$ cat src/rtl/fetch_unit_pkg.sv
// Shared types and constants for the instruction-fetch front end.
// Holds the reset fetch address, the FSM state encoding and the PC-increment helper.
package fetch_unit_pkg;

    localparam int XLEN = 32;
    localparam logic [XLEN-1:0] RESET_PC_DEF = 32'h0000_3000;

    typedef enum logic [2:0] {
        ST_ISSUE = 3'd0,
        ST_WAIT  = 3'd1,
        ST_HOLD  = 3'd2,
        ST_DROP  = 3'd3,
        ST_HALT  = 3'd4
    } state_e;

    // Sequential PC step; wraps modulo 2^32 with no overflow flag.
    function automatic logic [XLEN-1:0] pc_add4(input logic [XLEN-1:0] pc);
        return pc + 32'd4;
    endfunction

endpackage

$ cat src/rtl/fetch_unit_if.sv
// Fetch-unit bundle: redirect input, instruction-memory handshake and the IF/ID slot.
// master = fetch unit side, slave = next-PC calculator / memory / decode side.
interface fetch_unit_if;
    import fetch_unit_pkg::*;

    logic            redirect_valid;
    logic [XLEN-1:0] redirect_pc;
    logic            im_req;
    logic [XLEN-1:0] im_addr;
    logic            im_rvalid;
    logic [XLEN-1:0] im_rdata;
    logic            id_stall;
    logic            if_valid;
    logic [XLEN-1:0] if_instr;
    logic [XLEN-1:0] if_pc;
    logic [XLEN-1:0] if_pc_add_4;
    logic            if_adel;

    modport master (
        input  redirect_valid, redirect_pc, im_rvalid, im_rdata, id_stall,
        output im_req, im_addr, if_valid, if_instr, if_pc, if_pc_add_4, if_adel
    );

    modport slave (
        output redirect_valid, redirect_pc, im_rvalid, im_rdata, id_stall,
        input  im_req, im_addr, if_valid, if_instr, if_pc, if_pc_add_4, if_adel
    );

endinterface

$ cat src/rtl/fetch_unit.sv
// Instruction fetch: holds the PC, issues one-outstanding word fetches, and fills the
// IF/ID slot through a one-entry skid buffer; redirects flush, misaligned targets halt.
module fetch_unit
    import fetch_unit_pkg::*;
#(
    parameter logic [XLEN-1:0] RESET_PC = RESET_PC_DEF
) (
    input  logic         clk,
    input  logic         rst_n,
    fetch_unit_if.master bus
);

    state_e          r_state, w_next;
    logic [XLEN-1:0] r_pc;
    logic            r_im_req;
    logic [XLEN-1:0] r_im_addr;
    logic            r_if_valid, r_if_adel;
    logic [XLEN-1:0] r_if_instr, r_if_pc, r_if_pc_add_4;
    logic            r_sk_valid;
    logic [XLEN-1:0] r_sk_instr, r_sk_pc;

    logic w_consume, w_free, w_misalign;
    logic w_issue, w_rsp_to_slot, w_rsp_to_skid, w_skid_to_slot, w_pc_inc;

    assign w_consume  = r_if_valid && !bus.id_stall;
    assign w_free     = !r_if_valid || w_consume;
    assign w_misalign = (bus.redirect_pc[1:0] != 2'b00);

    always_ff @(posedge clk or negedge rst_n) begin
        if (!rst_n) r_state <= ST_ISSUE;
        else        r_state <= w_next;
    end

    // Redirect outranks every other event, including a same-cycle response or stall.
    always_comb begin
        w_next         = r_state;
        w_issue        = 1'b0;
        w_rsp_to_slot  = 1'b0;
        w_rsp_to_skid  = 1'b0;
        w_skid_to_slot = 1'b0;
        w_pc_inc       = 1'b0;
        if (bus.redirect_valid) begin
            if (w_misalign)                                w_next = ST_HALT;
            else if (r_state == ST_WAIT && !bus.im_rvalid) w_next = ST_DROP;
            else                                           w_next = ST_ISSUE;
        end else begin
            case (r_state)
                ST_ISSUE: begin
                    w_issue = 1'b1;
                    w_next  = ST_WAIT;
                end
                ST_WAIT: begin
                    if (bus.im_rvalid) begin
                        w_pc_inc = 1'b1;
                        if (w_free) begin
                            w_rsp_to_slot = 1'b1;
                            w_next        = ST_ISSUE;
                        end else begin
                            w_rsp_to_skid = 1'b1;
                            w_next        = ST_HOLD;
                        end
                    end
                end
                ST_HOLD: begin
                    if (w_consume && r_sk_valid) begin
                        w_skid_to_slot = 1'b1;
                        w_next         = ST_ISSUE;
                    end
                end
                ST_DROP: begin
                    if (bus.im_rvalid) w_next = ST_ISSUE;
                end
                ST_HALT: w_next = ST_HALT;
                default: w_next = ST_ISSUE;
            endcase
        end
    end

    always_ff @(posedge clk or negedge rst_n) begin
        if (!rst_n) begin
            r_pc          <= RESET_PC;
            r_im_req      <= 1'b0;
            r_im_addr     <= '0;
            r_if_valid    <= 1'b0;
            r_if_adel     <= 1'b0;
            r_if_instr    <= '0;
            r_if_pc       <= '0;
            r_if_pc_add_4 <= '0;
            r_sk_valid    <= 1'b0;
            r_sk_instr    <= '0;
            r_sk_pc       <= '0;
        end else begin
            r_im_req <= w_issue;
            if (w_issue) r_im_addr <= r_pc;

            if (bus.redirect_valid) r_pc <= bus.redirect_pc;
            else if (w_pc_inc)      r_pc <= pc_add4(r_pc);

            // A misaligned target becomes an address-error marker in the slot instead of a fetch.
            if (bus.redirect_valid) begin
                r_if_valid <= w_misalign;
                r_if_adel  <= w_misalign;
                if (w_misalign) begin
                    r_if_instr    <= '0;
                    r_if_pc       <= bus.redirect_pc;
                    r_if_pc_add_4 <= pc_add4(bus.redirect_pc);
                end
            end else if (w_rsp_to_slot) begin
                r_if_valid    <= 1'b1;
                r_if_adel     <= 1'b0;
                r_if_instr    <= bus.im_rdata;
                r_if_pc       <= r_pc;
                r_if_pc_add_4 <= pc_add4(r_pc);
            end else if (w_skid_to_slot) begin
                r_if_valid    <= 1'b1;
                r_if_adel     <= 1'b0;
                r_if_instr    <= r_sk_instr;
                r_if_pc       <= r_sk_pc;
                r_if_pc_add_4 <= pc_add4(r_sk_pc);
            end else if (w_consume) begin
                r_if_valid <= 1'b0;
                r_if_adel  <= 1'b0;
            end

            if (bus.redirect_valid || w_skid_to_slot) begin
                r_sk_valid <= 1'b0;
            end else if (w_rsp_to_skid) begin
                r_sk_valid <= 1'b1;
                r_sk_instr <= bus.im_rdata;
                r_sk_pc    <= r_pc;
            end
        end
    end

    assign bus.im_req      = r_im_req;
    assign bus.im_addr     = r_im_addr;
    assign bus.if_valid    = r_if_valid;
    assign bus.if_instr    = r_if_instr;
    assign bus.if_pc       = r_if_pc;
    assign bus.if_pc_add_4 = r_if_pc_add_4;
    assign bus.if_adel     = r_if_adel;

    // A response is only legal while a request is outstanding (live or stale).
    a_rvalid_protocol: assert property (@(posedge clk) disable iff (!rst_n)
        bus.im_rvalid |-> (r_state == ST_WAIT || r_state == ST_DROP));

endmodule
$ cat src/flat_wrapper.sv
// flat-port wrapper written by rule: the top's interface ports become plain ports
module fetch_unit_flat import fetch_unit_pkg::*;
#(
    parameter logic [XLEN-1:0] RESET_PC = RESET_PC_DEF
)
  (clk, rst_n, bus_redirect_valid, bus_redirect_pc, bus_im_rvalid, bus_im_rdata, bus_id_stall, bus_im_req, bus_im_addr, bus_if_valid, bus_if_instr, bus_if_pc, bus_if_pc_add_4, bus_if_adel);
  fetch_unit_if bus_i ();
  input  logic clk;
  input  logic rst_n;
  input wire logic [$bits(bus_i.redirect_valid)-1:0] bus_redirect_valid;
  input wire logic [$bits(bus_i.redirect_pc)-1:0] bus_redirect_pc;
  input wire logic [$bits(bus_i.im_rvalid)-1:0] bus_im_rvalid;
  input wire logic [$bits(bus_i.im_rdata)-1:0] bus_im_rdata;
  input wire logic [$bits(bus_i.id_stall)-1:0] bus_id_stall;
  output wire logic [$bits(bus_i.im_req)-1:0] bus_im_req;
  output wire logic [$bits(bus_i.im_addr)-1:0] bus_im_addr;
  output wire logic [$bits(bus_i.if_valid)-1:0] bus_if_valid;
  output wire logic [$bits(bus_i.if_instr)-1:0] bus_if_instr;
  output wire logic [$bits(bus_i.if_pc)-1:0] bus_if_pc;
  output wire logic [$bits(bus_i.if_pc_add_4)-1:0] bus_if_pc_add_4;
  output wire logic [$bits(bus_i.if_adel)-1:0] bus_if_adel;
  assign bus_i.redirect_valid = bus_redirect_valid;
  assign bus_i.redirect_pc = bus_redirect_pc;
  assign bus_i.im_rvalid = bus_im_rvalid;
  assign bus_i.im_rdata = bus_im_rdata;
  assign bus_i.id_stall = bus_id_stall;
  assign bus_im_req = bus_i.im_req;
  assign bus_im_addr = bus_i.im_addr;
  assign bus_if_valid = bus_i.if_valid;
  assign bus_if_instr = bus_i.if_instr;
  assign bus_if_pc = bus_i.if_pc;
  assign bus_if_pc_add_4 = bus_i.if_pc_add_4;
  assign bus_if_adel = bus_i.if_adel;
  fetch_unit #(.RESET_PC(RESET_PC)) u_core (.clk(clk), .rst_n(rst_n), .bus(bus_i));
endmodule
$ cat config.mk
export PLATFORM = sky130hd
export DESIGN_NAME = fetch_unit_flat
export DESIGN_NICKNAME = d
export VERILOG_FILES = /design/src/rtl/fetch_unit_pkg.sv /design/src/rtl/fetch_unit_if.sv /design/src/rtl/fetch_unit.sv /design/src/flat_wrapper.sv
export SDC_FILE = /design/constraint.sdc
export NUM_CORES = 1
export LEC_CHECK = 0
export CAP_MARGIN = 20
export CELL_PAD_IN_SITES_DETAIL_PLACEMENT = 0
export CELL_PAD_IN_SITES_GLOBAL_PLACEMENT = 1
export CORE_ASPECT_RATIO = 1.75
export CORE_MARGIN = 3
export CORE_UTILIZATION = 40
export CTS_BUF_LIST = sky130_fd_sc_hd__clkbuf_8 sky130_fd_sc_hd__clkbuf_16
export DETAILED_ROUTE_END_ITERATION = 8
export PLACE_DENSITY = 0.73
export RECOVER_POWER = 25
export SYNTH_ARGS = -nofsm -noshare
export SYNTH_HDL_FRONTEND = slang
export SYNTH_SLANG_ARGS = --single-unit
$ cat constraint.sdc
create_clock -name clk -period 4.76 [get_ports clk]
set_clock_uncertainty 0.05 [all_clocks]
set_input_delay 0.952 -clock clk [delete_from_list [all_inputs] [get_ports clk]]
set_output_delay 0.952 -clock clk [all_outputs]
set_load 0.01 [all_outputs]
# After elaboration in Yosys (flattened, before gate mapping)
# Index checks and enable logic that the tools add are counted.
[classes] reduce_logical=17 add_sub_neg=3 n_eq_ne=8 n_bitwise=1 muxes=47
[ops] operator="$mux W32" count=14
[ops] operator="$add A32 B3 Y32 const B" count=3
[ops] operator="$mux W1" count=25
[ops] operator="$mux W3" count=5
[ops] operator="$pmux W3 S5" count=1
[ops] operator="$eq A3 B2 Y1 const B" count=2
[ops] operator="$ne A3 B3 Y1 const B" count=2
[ops] operator="$reduce_bool A2 Y1" count=3
[ops] operator="$mux W2" count=2
[ops] operator="$reduce_and A2 Y1" count=2
[ops] operator="$reduce_bool A4 Y1" count=1
[ops] operator="$eq A3 B1 Y1 const B" count=1
[ops] operator="$eq A3 B3 Y1 const B" count=1
[ops] operator="$logic_and A1 B1 Y1" count=3
[ops] operator="$logic_not A1 Y1" count=3
[ops] operator="$logic_not A3 Y1" count=1
[ops] operator="$ne A3 B2 Y1 const B" count=1
[ops] operator="$reduce_and A3 Y1" count=1
[ops] operator="$reduce_bool A3 Y1" count=1
[ops] operator="$logic_or A1 B1 Y1" count=2
[ops] operator="$ne A2 B1 Y1 const B" count=1
[ops] operator="$not A1 Y1" count=1
[totals] inputBits=69 reg_bits=231

# Longest topological paths before layout
[logic_depth] ltp_word=9 mapped_depth=10 ltp_nobuf=7

# Worst setup path before layout
# Ideal clock, no wire load.
[synth_path] kind="in2reg" startpoint="in bus_im_rvalid" endpoint="reg u_core.r_sk_instr[0]" path_buffers=2 cell_stages=5 setup_slack_ns=1.913 setup_ns=0.125 arrival_ns=2.673 t_required_ns=4.585 path_cell_list="or4bb_2 nor3_1 buf_2 buf_2 mux2_2"
[synth_via] elab_chain_len=4
[synth_rtl] item="start: declaration" line_no="flat_wrapper.sv:12" text="input wire logic [$bits(bus_i.im_rvalid)-1:0] bus_im_rvalid;"
[synth_rtl] item="$mux W1" line_no="fetch_unit.sv:53" text="if (bus.im_rvalid) begin"
[synth_rtl] item="$mux W1" line_no="fetch_unit.sv:47" text="case (r_state)"
[synth_rtl] item="$mux W1" line_no="fetch_unit.sv:42" text="if (bus.redirect_valid) begin"
[synth_rtl] item="$reduce_and A2 Y1 (no line)"
[synth_rtl] item="end signal: assignment" line_no="fetch_unit.sv:129" text="r_sk_instr <= bus.im_rdata;"
[synth_rtl] item="end: declaration" line_no="fetch_unit.sv:20" text="logic [XLEN-1:0] r_sk_instr, r_sk_pc;"
# No other way between the ends.
# A chain may end at the register's enable or synchronous reset.

# Worst setup path in the final report
[layout_path] startpoint="in bus_im_rvalid" endpoint="reg u_core.r_if_pc[26], in the netlist u_core.bus.if_pc[26]"
[layout_via] elab_chain_len=5 elab_cells_between_ends=7 cone_classes="5 x mux; 2 x reduce/logical"
[layout_rtl] item="$mux W1 (*)" line_no="fetch_unit.sv:53"
[layout_rtl] item="$mux W1 (*)" line_no="fetch_unit.sv:47"
[layout_rtl] item="$mux W1 (*)" line_no="fetch_unit.sv:42"
[layout_rtl] item="$reduce_bool A3 Y1 (no line) or $mux W32 (tied branches)"
[layout_rtl] item="$reduce_and A2 Y1 (no line) or $mux W32 (tied branches)"
[layout_rtl] item="end signal: assignment" line_no="fetch_unit.sv:105" text="r_if_pc <= bus.redirect_pc;"
[layout_rtl] item="end signal: assignment" line_no="fetch_unit.sv:112" text="r_if_pc <= r_pc;"
[layout_rtl] item="end signal: assignment" line_no="fetch_unit.sv:118" text="r_if_pc <= r_sk_pc;"
[layout_rtl] item="end: declaration" line_no="fetch_unit.sv:18" text="logic [XLEN-1:0] r_if_instr, r_if_pc, r_if_pc_add_4;"
# Every way passes the cells marked *; elsewhere a longest branch is shown, timed or not.

==> results.json <==
{
  "antenna_cells_inserted": 0,
  "netlist_instances": 1205,
  "fill_cells": 2839,
  "initial_core_util": 0.406,
  "wl_per_cell_um": 22.3,
  "io_pins": 200,
  "leakage_nw": 6.24,
  "r2r_end": "u_core.bus.if_pc_add_4[28]",
  "worstSetupPathType": "input port to flop",
  "antenna_found_initial": 0,
  "wl_um": 39000,
  "worstPathArrival_ns": 4.19,
  "grt_pass1_wl_um": 60000,
  "cap_violations": 1,
  "clock.fmax_mhz": 262,
  "fin_util": 0.504,
  "rsz0062_at_grt": "false",
  "setup_viol": 0,
  "post-route-min-period_ns": 3.81,
  "worstSetupStartpointType": "input port",
  "r2r_slack_ns": 1.36,
  "clkSlewWorstSetupHoldPaths_ns": 0.06,
  "area_growth_pct": 24.2,
  "reg2reg_from": "u_core.r_pc[2]",
  "hold_depth": 2,
  "fin_setup_tns_ns": 0,
  "drcViolationCount": 0,
  "required_ns": 5.14,
  "seq_area_frac_synth": 0.468,
  "cts_hold_buffers": 0,
  "syn_area_um2": 12200,
  "async_reset_ff_frac": 1.00,
  "synth-seq-cells": 229,
  "yosysWarnings": 0,
  "final_nets": 1423,
  "powerDensity_nw_per_um2": 383,
  "avgSynthCellArea_um2": 10.2,
  "drtPass1Iterations": 5,
  "overflow": 0,
  "fp.coreArea_um2": 30200,
  "slew_violations": 102,
  "clk_latency_ns": 0.52,
  "ir_drop_uv": 294,
  "synthFlopType": "dfrtp_1",
  "reg2regPathDepth": 7,
  "viasPerCell": 5.55,
  "drt_iter0_markers": 564,
  "failed_checks": "max-capacitance violations, max-slew violations",
  "syn_nets": 1277,
  "cts_max_path_buffers": 3,
  "hold_viol_final": 0,
  "die_width_um": 138,
  "min_path_type": "flop to flop",
  "grt_start_max_net_pins": 103,
  "grt_usage": 0.232,
  "finalCritPeriodShare": 0.801,
  "grt_pass1_vias": 9966,
  "relSlewSlack": -0.845,
  "root_buffer": "clkbuf_16",
  "die_h_um": 237,
  "rows": 84,
  "min_from": "u_core.bus.if_instr[20]",
  "status": "finished with violations",
  "cts_tree": "built",
  "antenna_left": 0,
  "dieArea_um2": 32800,
  "cts_buffers": 23,
  "htree_levels": 1,
  "synth_cell_type_count": 62,
  "cts_resized": 0,
  "drive_above_1_share": 0.136,
  "post_cts_buffers": 0,
  "port_buffers": 199,
  "worstMarginPinSlew_ns": 2.77,
  "min_to": "u_core.bus.if_instr[20]",
  "synth_edf_count": 0,
  "cp_max_fo": 13,
  "gp_congestion": 0.911,
  "cp-end-kind": "flop",
  "route.vias.total": 9729,
  "dp_hpwl_um": 28000,
  "clock_sinks": 229
}
-- how the worst max path moves through the flow --
stage / from / end / slack (ns)
global route: rst_n / u_core.bus.if_instr[6] / 0.79
floorplan: bus_im_rvalid / u_core.r_sk_instr[0] / 1.91
finish: bus_im_rvalid / u_core.bus.if_pc[26] / 0.95
global placement: bus_im_rvalid / u_core.bus.if_pc[26] / 0.45
CTS: bus_im_rvalid / u_core.bus.if_pc[26] / 0.99
detailed placement: bus_im_rvalid / u_core.bus.if_pc[26] / 0.45
-- cell families (layout without fill, tap and decap cells) --
group | count (synthesis) | count (layout) | share of synthesized area
compound gates | 190 | 190 | 0.101
xor+xnor | 97 | 97 | 0.0694
fa+ha+maj | 3 | 3 | 0.00306
buf+inv | 109 | 271 | 0.0551
flops | 229 | 229 | 0.468
mux | 162 | 162 | 0.143
simple gates | 415 | 415 | 0.161
-- critical path: stages --
cell and delay (ns):
clkdlybuf4s50_1 0.58, or4bb_2 0.91, a21oi_2 0.64, buf_4 0.36, buf_4 0.21, nor2_1 0.05, nor2_1 0.08, o21ai_0 0.17
o21ai_0 0.22
-- Yosys cell counts, drive strengths merged, types with 2 or more instances --
library cell | n | area (µm²)
dfrtp | 227 | 5680
nand2 | 170 | 638
mux2 | 101 | 1140
nor2 | 80 | 300
clkbuf | 69 | 419
mux2i | 61 | 611
xnor2 | 59 | 517
o21ai | 56 | 280
nand3 | 41 | 205
xor2 | 38 | 333
nand4 | 36 | 231
a21oi | 34 | 170
o31ai | 34 | 255
buf | 31 | 195
nor3 | 18 | 95.1
and3 | 17 | 108
o221ai | 17 | 149
nor4 | 13 | 81.3
nand2b | 12 | 75.1
a221oi | 10 | 87.6
and4 | 9 | 78.8
a22oi | 7 | 52.6
a21boi | 6 | 45.1
o211ai | 6 | 45.0
a31oi | 5 | 31.3
inv | 5 | 18.8
or4 | 4 | 35.0
a211oi | 3 | 22.5
a22o | 3 | 26.3
and2 | 3 | 18.8
ha | 3 | 37.5
o21a | 3 | 22.5
or3 | 3 | 20.0
a221o | 2 | 20.0
clkdlybuf4s15 | 2 | 21.3
dfstp | 2 | 52.6
nor4bb | 2 | 20.0
o22ai | 2 | 12.5
-- layer usage --
metal  track usage  up-vias  wire length (µm)
li1              -     4558                 -
met1         0.265     4812             14600
met2         0.435      290             21100
met3        0.0328       69              1830
met4        0.0908        0              1510
met5             0        -                 0
-- through the flow --
stage	hold slack, ns	power, mW	setup WS, ns	instances	cell area [µm²]
after floorplan	0.430	3.13	1.91	1205	12200
after global routing	0.463	6.09	0.788	1754	15200
final	0.427	5.82	0.949	1754	15200
after detailed placement	0.420	3.82	0.451	1712	14400
after CTS	0.435	5.90	0.989	1753	15200
after global placement	0.409	3.79	0.452	1712	14400
-- cell usage in the layout, fill, tap and decap left out, types with 5 or more instances in the layout --
cell             Yosys  routed
buf_12               0       6
a21boi_0             5       5
o211ai_1             6       6
nor2_1              80      79
a21oi_1             34      33
xnor2_1             59      59
clkbuf_16            0      23
nor4_1              13      12
and3_1              16      16
mux2i_1             61      61
a221oi_1            10      10
inv_1                5       6
buf_4                5      19
o221ai_1            17      17
nand2_1            170     169
o21ai_0             55      55
mux2_2             101     101
a22oi_1              7       7
clkinv_2             0       6
a31oi_1              5       5
o31ai_1             34      34
dfrtp_1            227     227
clkdlybuf4s50_1      0     197
and4_1               9       9
bufinv_16            0       6
nand3_1             41      41
nand2b_1            12      12
nand4_1             35      35
nor3_1              17      16
xor2_1              38      38
-- where the power goes --
group	switching (mW)	internal, mW	leakage, nW
Sequential	0.293	2.24	2.91
Clock	0.798	1.26	0.423
Combinational	0.557	0.679	2.91
Total	1.65	4.17	6.24
-- area by class of cell --
| cell class | instances | area (µm²) | share of cell area |
|---|---|---|---|
| multi-input combinational | 867 | 5880 | 0.386 |
| sequential | 229 | 5730 | 0.377 |
| timing repair buffer | 225 | 2250 | 0.148 |
| clock buffer | 26 | 617 | 0.0406 |
| tap | 387 | 484 | 0.0318 |
| clock inverter | 15 | 230 | 0.0151 |
| inverter | 5 | 18.8 | 0.00123 |
-- state kept, by name (all words and copies together) (netlist names) --
signal / cells
u_core.bus.if_pc: 30
u_core.bus.im_addr: 32
u_core.bus.if_valid: 1
u_core.bus.if_adel: 1
u_core.r_state: 3
u_core.bus.if_instr: 32
u_core.bus.im_req: 1
u_core.r_sk_valid: 1
u_core.r_sk_instr: 32
u_core.r_sk_pc: 32
u_core.r_pc: 32
u_core.bus.if_pc_add_4: 32
Note: power is estimated with default switching activity, not from simulation.
